===== src/rtl/pc_ctrl_pkg.sv =====
// Shared definitions for the next-PC sequencer.
// Contents:
//   RESET_VECTOR_DEFAULT : default PC after reset
//   PC_INC               : sequential fetch increment
//   src_e                : redirect source (none / jump / branch)
//   state_e              : sequencer state (RUN / PEND)
//   word_align()         : clears bits [1:0] of a redirect target
package pc_ctrl_pkg;

  localparam logic [31:0] RESET_VECTOR_DEFAULT = 32'h0000_0000;
  localparam logic [31:0] PC_INC               = 32'd4;

  typedef enum logic [1:0] {
    SRC_NONE = 2'd0,
    SRC_JMP  = 2'd1,
    SRC_BR   = 2'd2
  } src_e;

  typedef enum logic {
    RUN  = 1'b0,
    PEND = 1'b1
  } state_e;

  // Instruction fetch is word aligned; low target bits carry no meaning.
  function automatic logic [31:0] word_align(input logic [31:0] addr);
    return {addr[31:2], 2'b00};
  endfunction

endpackage


===== src/rtl/pc_redirect_buf.sv =====
// Pending-redirect buffer: holds one redirect raised while the PC is stalled.
// Ports:
//   clk, reset            : clock, synchronous active-high reset
//   load, load_src,
//   load_target           : offer a new redirect (source + aligned target)
//   clear                 : drop the buffered entry (dominates load)
//   valid, src, target    : current buffered entry
// Overwrite rule: a new entry replaces the stored one unless the stored
// entry is a branch and the new one is a jump (the branch is older).
import pc_ctrl_pkg::*;

module pc_redirect_buf (
  input  logic        clk,
  input  logic        reset,
  input  logic        load,
  input  src_e        load_src,
  input  logic [31:0] load_target,
  input  logic        clear,
  output logic        valid,
  output src_e        src,
  output logic [31:0] target
);

  logic        valid_reg, valid_next;
  src_e        src_reg, src_next;
  logic [31:0] target_reg, target_next;
  logic        take_new;

  assign take_new = load && !(valid_reg && (src_reg == SRC_BR) && (load_src == SRC_JMP));

  always_comb begin
    valid_next  = valid_reg;
    src_next    = src_reg;
    target_next = target_reg;
    if (clear) begin
      valid_next  = 1'b0;
      src_next    = SRC_NONE;
      target_next = '0;
    end else if (take_new) begin
      valid_next  = 1'b1;
      src_next    = load_src;
      target_next = load_target;
    end
  end

  always_ff @(posedge clk) begin
    if (reset) begin
      valid_reg  <= 1'b0;
      src_reg    <= SRC_NONE;
      target_reg <= '0;
    end else begin
      valid_reg  <= valid_next;
      src_reg    <= src_next;
      target_reg <= target_next;
    end
  end

  assign valid  = valid_reg;
  assign src    = src_reg;
  assign target = target_reg;

endmodule


===== src/rtl/pc_redirect_ctrl.sv =====
// Next-PC sequencer for the 5-stage pipeline.
// Owns the PC register and arbitrates sequential fetch, ID jumps and EX
// branches (branch > jump > sequential). Redirects raised under stall are
// buffered and applied on the first unstalled cycle.
// Ports:
//   clk, reset          : clock, synchronous active-high reset
//   stall               : hazard-unit freeze of PC and IF/ID
//   jmp_req, jmp_addr   : ID-stage jump and target
//   br_taken, br_target : EX-stage taken branch and target
//   pc, pc_plus4        : registered fetch address and pc+4
//   if_id_flush,
//   id_ex_flush         : pipeline kill strobes, only in redirect cycle
//   redirect_pending    : a redirect is buffered behind a stall
//   jmp_cnt, br_cnt     : saturating counts of applied redirects
import pc_ctrl_pkg::*;

module pc_redirect_ctrl #(
  parameter logic [31:0] RESET_VECTOR = RESET_VECTOR_DEFAULT,
  parameter int          CNT_W        = 16
) (
  input  logic             clk,
  input  logic             reset,
  input  logic             stall,
  input  logic             jmp_req,
  input  logic [31:0]      jmp_addr,
  input  logic             br_taken,
  input  logic [31:0]      br_target,
  output logic [31:0]      pc,
  output logic [31:0]      pc_plus4,
  output logic             if_id_flush,
  output logic             id_ex_flush,
  output logic             redirect_pending,
  output logic [CNT_W-1:0] jmp_cnt,
  output logic [CNT_W-1:0] br_cnt
);

  state_e      state_reg, state_next;
  logic [31:0] pc_reg, pc_next;

  src_e        live_src;
  logic [31:0] live_target;
  src_e        apply_src;
  logic [31:0] apply_target;

  logic        buf_valid;
  src_e        buf_src;
  logic [31:0] buf_target;
  logic        buf_load;
  logic        buf_clear;

  // Winning redirect presented this cycle, before stall is considered.
  always_comb begin
    live_src    = SRC_NONE;
    live_target = '0;
    if (br_taken) begin
      live_src    = SRC_BR;
      live_target = word_align(br_target);
    end else if (jmp_req) begin
      live_src    = SRC_JMP;
      live_target = word_align(jmp_addr);
    end
  end

  // FSM next state and the redirect actually applied to the PC.
  // Only a live branch beats a buffered entry; a live jump in the release
  // cycle is younger than whatever was buffered and is dropped.
  always_comb begin
    state_next   = state_reg;
    apply_src    = SRC_NONE;
    apply_target = '0;
    buf_load     = 1'b0;
    buf_clear    = 1'b0;
    if (!reset) begin
      case (state_reg)
        RUN: begin
          if (stall) begin
            if (live_src != SRC_NONE) begin
              buf_load   = 1'b1;
              state_next = PEND;
            end
          end else begin
            apply_src    = live_src;
            apply_target = live_target;
          end
        end
        PEND: begin
          if (stall) begin
            buf_load = (live_src != SRC_NONE);
          end else begin
            buf_clear  = 1'b1;
            state_next = RUN;
            if (live_src == SRC_BR) begin
              apply_src    = SRC_BR;
              apply_target = live_target;
            end else begin
              apply_src    = buf_src;
              apply_target = buf_target;
            end
          end
        end
        default: state_next = RUN;
      endcase
    end
  end

  always_comb begin
    pc_next = pc_reg;
    if (reset) begin
      pc_next = RESET_VECTOR;
    end else if (!stall) begin
      pc_next = (apply_src == SRC_NONE) ? pc_reg + PC_INC : apply_target;
    end
  end

  always_ff @(posedge clk) begin
    if (reset) begin
      state_reg <= RUN;
      pc_reg    <= RESET_VECTOR;
    end else begin
      state_reg <= state_next;
      pc_reg    <= pc_next;
    end
  end

  pc_redirect_buf u_buf (
    .clk         (clk),
    .reset       (reset),
    .load        (buf_load),
    .load_src    (live_src),
    .load_target (live_target),
    .clear       (buf_clear),
    .valid       (buf_valid),
    .src         (buf_src),
    .target      (buf_target)
  );

  // Saturating counters: index 0 counts jumps, index 1 counts branches.
  logic [1:0]            cnt_inc;
  logic [1:0][CNT_W-1:0] cnt_all;

  assign cnt_inc[0] = (apply_src == SRC_JMP);
  assign cnt_inc[1] = (apply_src == SRC_BR);

  genvar gi;
  generate
    for (gi = 0; gi < 2; gi++) begin : g_cnt
      logic [CNT_W-1:0] cnt_reg;
      always_ff @(posedge clk) begin
        if (reset) begin
          cnt_reg <= '0;
        end else if (cnt_inc[gi] && (cnt_reg != {CNT_W{1'b1}})) begin
          cnt_reg <= cnt_reg + 1'b1;
        end
      end
      assign cnt_all[gi] = cnt_reg;
    end
  endgenerate

  assign pc               = pc_reg;
  assign pc_plus4         = pc_reg + PC_INC;
  assign if_id_flush      = (apply_src != SRC_NONE);
  assign id_ex_flush      = (apply_src == SRC_BR);
  // buf_valid tracks PEND by construction; both are kept in step.
  assign redirect_pending = (state_reg == PEND) && buf_valid;
  assign jmp_cnt          = cnt_all[0];
  assign br_cnt           = cnt_all[1];

endmodule


===== config.mk =====
export PLATFORM = sky130hd
export DESIGN_NAME = pc_redirect_ctrl
export DESIGN_NICKNAME = d
export VERILOG_FILES = /design/src/rtl/pc_ctrl_pkg.sv /design/src/rtl/pc_redirect_buf.sv /design/src/rtl/pc_redirect_ctrl.sv
export SDC_FILE = /design/constraint.sdc
export NUM_CORES = 1
export LEC_CHECK = 0
export BUFFER_PORTS_ARGS = -buffer_cell sky130_fd_sc_hd__buf_2
export CAP_MARGIN = 20
export CORE_MARGIN = 2
export CORE_UTILIZATION = 35
export CTS_CLUSTER_SIZE = 14
export DETAILED_ROUTE_END_ITERATION = 16
export HOLD_SLACK_MARGIN = 0.08
export SYNTH_ARGS = -nofsm -noshare
export SYNTH_HDL_FRONTEND = slang
export SYNTH_SLANG_ARGS = --single-unit

===== constraint.sdc =====
create_clock -name clk -period 2.7 [get_ports clk]
set_input_delay 0.27 -clock clk [delete_from_list [all_inputs] [get_ports clk]]
set_output_delay 0.27 -clock clk [all_outputs]
set_load 0.02 [all_outputs]

# Word-level counts from Yosys, hierarchy flattened
# Index checks and enable logic that the tools add are counted.
[word_totals]
regBits = 100
input_bits = 69
out_inout_bits = 99
[classes]
n_addsub = 3
n_eq_ne = 7
mux = 22
bitwise = 1
reduce_logical = 11
[ops]
columns = ["cell", "n"]
rows = [
  ["$mux W32", 4],
  ["$pmux W32 S2", 1],
  ["$add A16 B1 Y16 const B", 2],
  ["$add A32 B3 Y32 const B", 1],
  ["$ne A16 B16 Y1 const B", 2],
  ["$mux W2", 5],
  ["$mux W1", 9],
  ["$eq A2 B2 Y1 const B", 3],
  ["$logic_and A1 B1 Y1", 6],
  ["$eq A2 B1 Y1 const B", 2],
  ["$pmux W1 S2", 2],
  ["$pmux W2 S2", 1],
  ["$reduce_bool A2 Y1", 2],
  ["$logic_not A2 Y1", 1],
  ["$reduce_or A2 Y1", 1],
  ["$logic_not A1 Y1", 1],
  ["$not A1 Y1", 1],
]

# Depth between registers and ports, before layout
[logic_depth]
ltp_word = 9
mapped_depth = 8

# Modules after synthesis
# From an unflattened synthesis, not the netlist that was laid out.
[unflattened]
hier_cells = 828
hier_area_um2 = 6237.2
[modules_own_cells]
columns = ["module", "n_inst", "cells_each", "area_each_um2", "seq_area_each_um2"]
rows = [
  ["pc_redirect_ctrl", 1, 673, 4799.6, 1301.2],
  ["pc_redirect_buf", 1, 155, 1437.6, 700.7],
]

# Least setup slack after synthesis
# No wires, ideal clock.
[synth_path]
path_kind = "flip-flop to output port"
from = "reg pc_reg[4] (netlist: pc[4])"
to = "out pc_plus4[19]"
arrival_ns = 2.127
setup_slack_ns = 0.303
stages_incl_launch_ff = 5
path_buffers = 0
cell_sequence = "dfxtp_1 > nand4_1 > nor4_1 > nand3_1 > xnor2_1"
[synth_between]
elab_chain_len = 1
[synth_lines]
columns = ["element", "line_no", "source"]
rows = [
  ["start, declared", "pc_redirect_ctrl.sv:38", "logic [31:0] pc_reg, pc_next;"],
  ["start signal, assigned", "pc_redirect_ctrl.sv:121", "pc_reg <= pc_next;"],
  ["$add A32 B3 Y32", "pc_redirect_ctrl.sv:160", "assign pc_plus4 = pc_reg + PC_INC;"],
  ["end, declared", "pc_redirect_ctrl.sv:29", "output logic [31:0] pc_plus4,"],
]
# Every way passes these cells.

# Worst setup path after layout
[layout_path]
from = "reg pc_reg[15] (netlist: pc[15])"
to = "out pc_plus4[29]"
# Same word-level chain as after synthesis.

==> impl_metrics.yaml <==
power:
  leakagePower_nw: 2.900
  p_sw_w: 0.001090
  ir_drop_mv: 0.3106
  p_comb_share_pct: 18.4
  seqPwrFrac_pct: 43.9
  p_per_area_mw_per_mm2: 484.2
  power.internal_w: 0.002433
  swShare_pct: 30.94
  clkPwrFrac_pct: 37.7
clocking:
  htree_num_levels: 3
  numClockSinks: 96
  insertion_delay_ns: 0.36
  cts_hold_buf: 0
  clk_transition_reported_paths_ns: 0.07
  cts_buffers: 9
  cts_tree: "built"
  clock_path_buffers: 2
  cts-root-buf: "clkbuf_16"
yosys:
  synth_cell_types: 56
  yosys_warnings: 0
  ys_seq_area_share_pct: 32.42
  synth-async-reset-ratio_pct: 0
  synth-seq-cells: 96
  synth_area_mm2: 0.005928
  syn_area_per_cell_um2: 7.457
  syn_inst: 795
  yosys_most_used_dff: "dfxtp_1"
  synth-edff-count: 0
setup_path:
  r2r-start: "pc[3]"
  start_kind: "flip-flop"
  cpLargestDelayFamily: "simple AND/OR/NAND/NOR gates"
  critPathArrivalTime_ns: 2.30
  reg2reg_depth: 6
  startpoint: "pc[15]"
  worst-setup-path-type: "flip-flop to output port"
  path_max_fanout: 8
  crit_path_end_kind: "output port"
  worstReg2RegEnd: "pc[18]"
  required_ns: 2.43
  rrSetupSlack_ns: 0.43
  slowest_stage: "dfxtp_1"
  crit_chain: "nand4_1 > nor4_1 > buf_4 > nand3_1 > xnor2_1 > buf_2"
  cp-endpoint: "pc_plus4[29]"
  worst-path-buf-inv: 2
  worstSetupPathDepth: 6
  max_stage_delay_ns: 0.48
cells_and_area:
  antenna_cells: 0
  drive_above_1_share_pct: 22.99
  fillCellCount: 1773
  syn_to_final_growth_pct: 22.75
  layout_common_cells: "159 x buf_2, 100 x nand2_1, 98 x nor2_1, 95 x dfxtp_1, 51 x o21ai_0"
  seq_area_mm2: 0.001923
  nNetsFinal: 1002
  layout_commonest_cell: "buf_2"
  multi_input_area_mm2: 0.003729
  final_cell_area_mm2: 0.007277
sta:
  finalHoldViolCount: 0
  drv_slew: 0
  rsz0062_at_grt: "false"
  fin_tns_setup_ns: 0
  fmax_ghz: 0.3894
  maxSlewHeadroom_pct: 47.47
  min_period_over_period_pct: 95.10
  skew_ns: 0.006493
  setup_viol: 0
  fin_crit_ns: 2.568
  tightestPinTransition_ns: 0.7880
floorplan:
  rows: 47
  die_x_um: 134.1
  dieArea_mm2: 0.01799
  io_pins: 168
  core_mm2: 0.01658
  die_y_um: 134.1
  initial_core_util_pct: 35.75
routing:
  final_antenna_net_count: 0
  firstDrtPassIters: 4
  wirelength_um: 18380
  vias: 6165
  drc_errors: 0
  avgViaCountPerCell: 5.338
  wl_per_cell_um: 15.92
  drtIter0Drc: 530
global_routing:
  track_usage_pct: 20.16
  grt_max_degree: 92
  grt_pass1_vias: 5364
  antenna_found_initial: 0
  grt_pass1_wl_um: 28720
  grt-ovfl-total: 0
hold_path:
  min_path_cells: 3
  holdCritStartpoint: "br_target[25]"
  min_path_type: "input pin to flip-flop"
placement:
  hpwl_um: 13350
  gp_congestion: 0.8379
  dpl_cell_area_mm2: 0.006955
  port_buffers: 159
run_status:
  status: "completed"
job:
  cap_violations: 0
==> synthesized netlist by cell type (4+ instances only) <==
cell      count  share of area [%]
a21oi_1      49                4.1
nor2_1       99                6.3
o21a_1        7               0.89
buf_1         5               0.32
a311oi_1      8                1.2
nor3_1       15                1.3
nand3_1      21                1.8
or4_1        12                1.5
a32oi_1       7                1.0
o211ai_1     16                2.0
a21o_1        8                1.0
nand4_1      25                2.6
dfxtp_1      96                 32
xnor2_1      47                6.9
xor2_1        8                1.2
and3_1       11                1.2
inv_1        10               0.63
clkbuf_1     50                3.2
nand2_1     100                6.3
and2_1        4               0.42
and3b_1       7                1.0
buf_4         5               0.63
nor2b_1       7               0.74
or3_1         5               0.53
nor4_1       20                2.1
a211oi_1     15                1.9
a31oi_1       4               0.42
nand3b_1     10                1.3
mux2i_1      14                2.4
buf_2         5               0.42
o221ai_1      7                1.0
o21ai_0      51                4.3
and4_1        5               0.74
==> worst min-delay path, delay by kind of cell <==
kind / cells / cell delay, ns
buf+inv: 1 / 0.09
simple gates: 1 / 0.08
compound gates: 1 / 0.08
==> stage by stage <==
step / utilization, % / std cells / hold WS [ns] / power [W] / setup WS, ns
finish: 43.88 / 1155 / 0.2131 / 0.003523 / 0.1322
global route: 43.88 / 1155 / 0.2253 / 0.003676 / 0.02280
CTS: 43.74 / 1154 / 0.2064 / 0.003549 / 0.1023
detailed placement: 41.94 / 1138 / 0.4861 / 0.002224 / 0.3786
global placement: 41.94 / 1138 / 0.4790 / 0.002221 / 0.4046
floorplan: - / 798 / 0.4526 / 0.001985 / 0.3029
==> layout make-up <==
class	instances	share of cell area, %
timing repair buffer	186	13.89
clock inverter	6	0.9457
clock buffer	10	3.146
inverter	11	0.5674
tap	220	3.783
sequential	96	26.43
multi-input combinational	626	51.24
==> how the worst min path moves through the flow <==
stage	slack, ns	to
after floorplan	0.45	u_buf.target[22]
after CTS	0.21	u_buf.target[22]
after global routing	0.23	u_buf.target[25]
after detailed placement	0.49	u_buf.target[6]
after global placement	0.48	u_buf.target[26]
final	0.21	u_buf.target[25]
==> power by group through the flow <==
stage                     combinational (W)  clock, W  sequential [W]
after global routing               0.000714   0.00141         0.00156
after global placement             0.000645         0         0.00158
after CTS                          0.000649   0.00136         0.00154
after floorplan                    0.000387         0         0.00160
final                              0.000649   0.00133         0.00155
after detailed placement           0.000647         0         0.00158
==> cells by family after synthesis <==
family,count (synthesis),synth area share [%]
muxes,15,2.554
adders and majority gates,3,0.6332
and+or+nand+nor,358,30.31
DFF,96,32.42
other,1,0.06326
xor gates and xnor gates,55,8.126
AOI/OAI and AO/OA,191,20.66
buffers and inverters,76,5.234
==> routing by layer <==
layer  vias up  part of all wire, %  GRT usage (%)
met4         0                  2.0          6.725
met3        26                  6.7          3.477
met1      2805                   49          30.22
met5         -                    0              0
met2       199                   43          29.06
li1       3135                    -              -
==> repair_timing <==
| action | in CTS | in global routing |
|---|---|---|
| gates resized for setup | 0 | 5 |
| setup buffers | 0 | 1 |
| setup endpoints to repair | 0 | 8 |
Note: power is estimated with default switching activity, not from simulation.
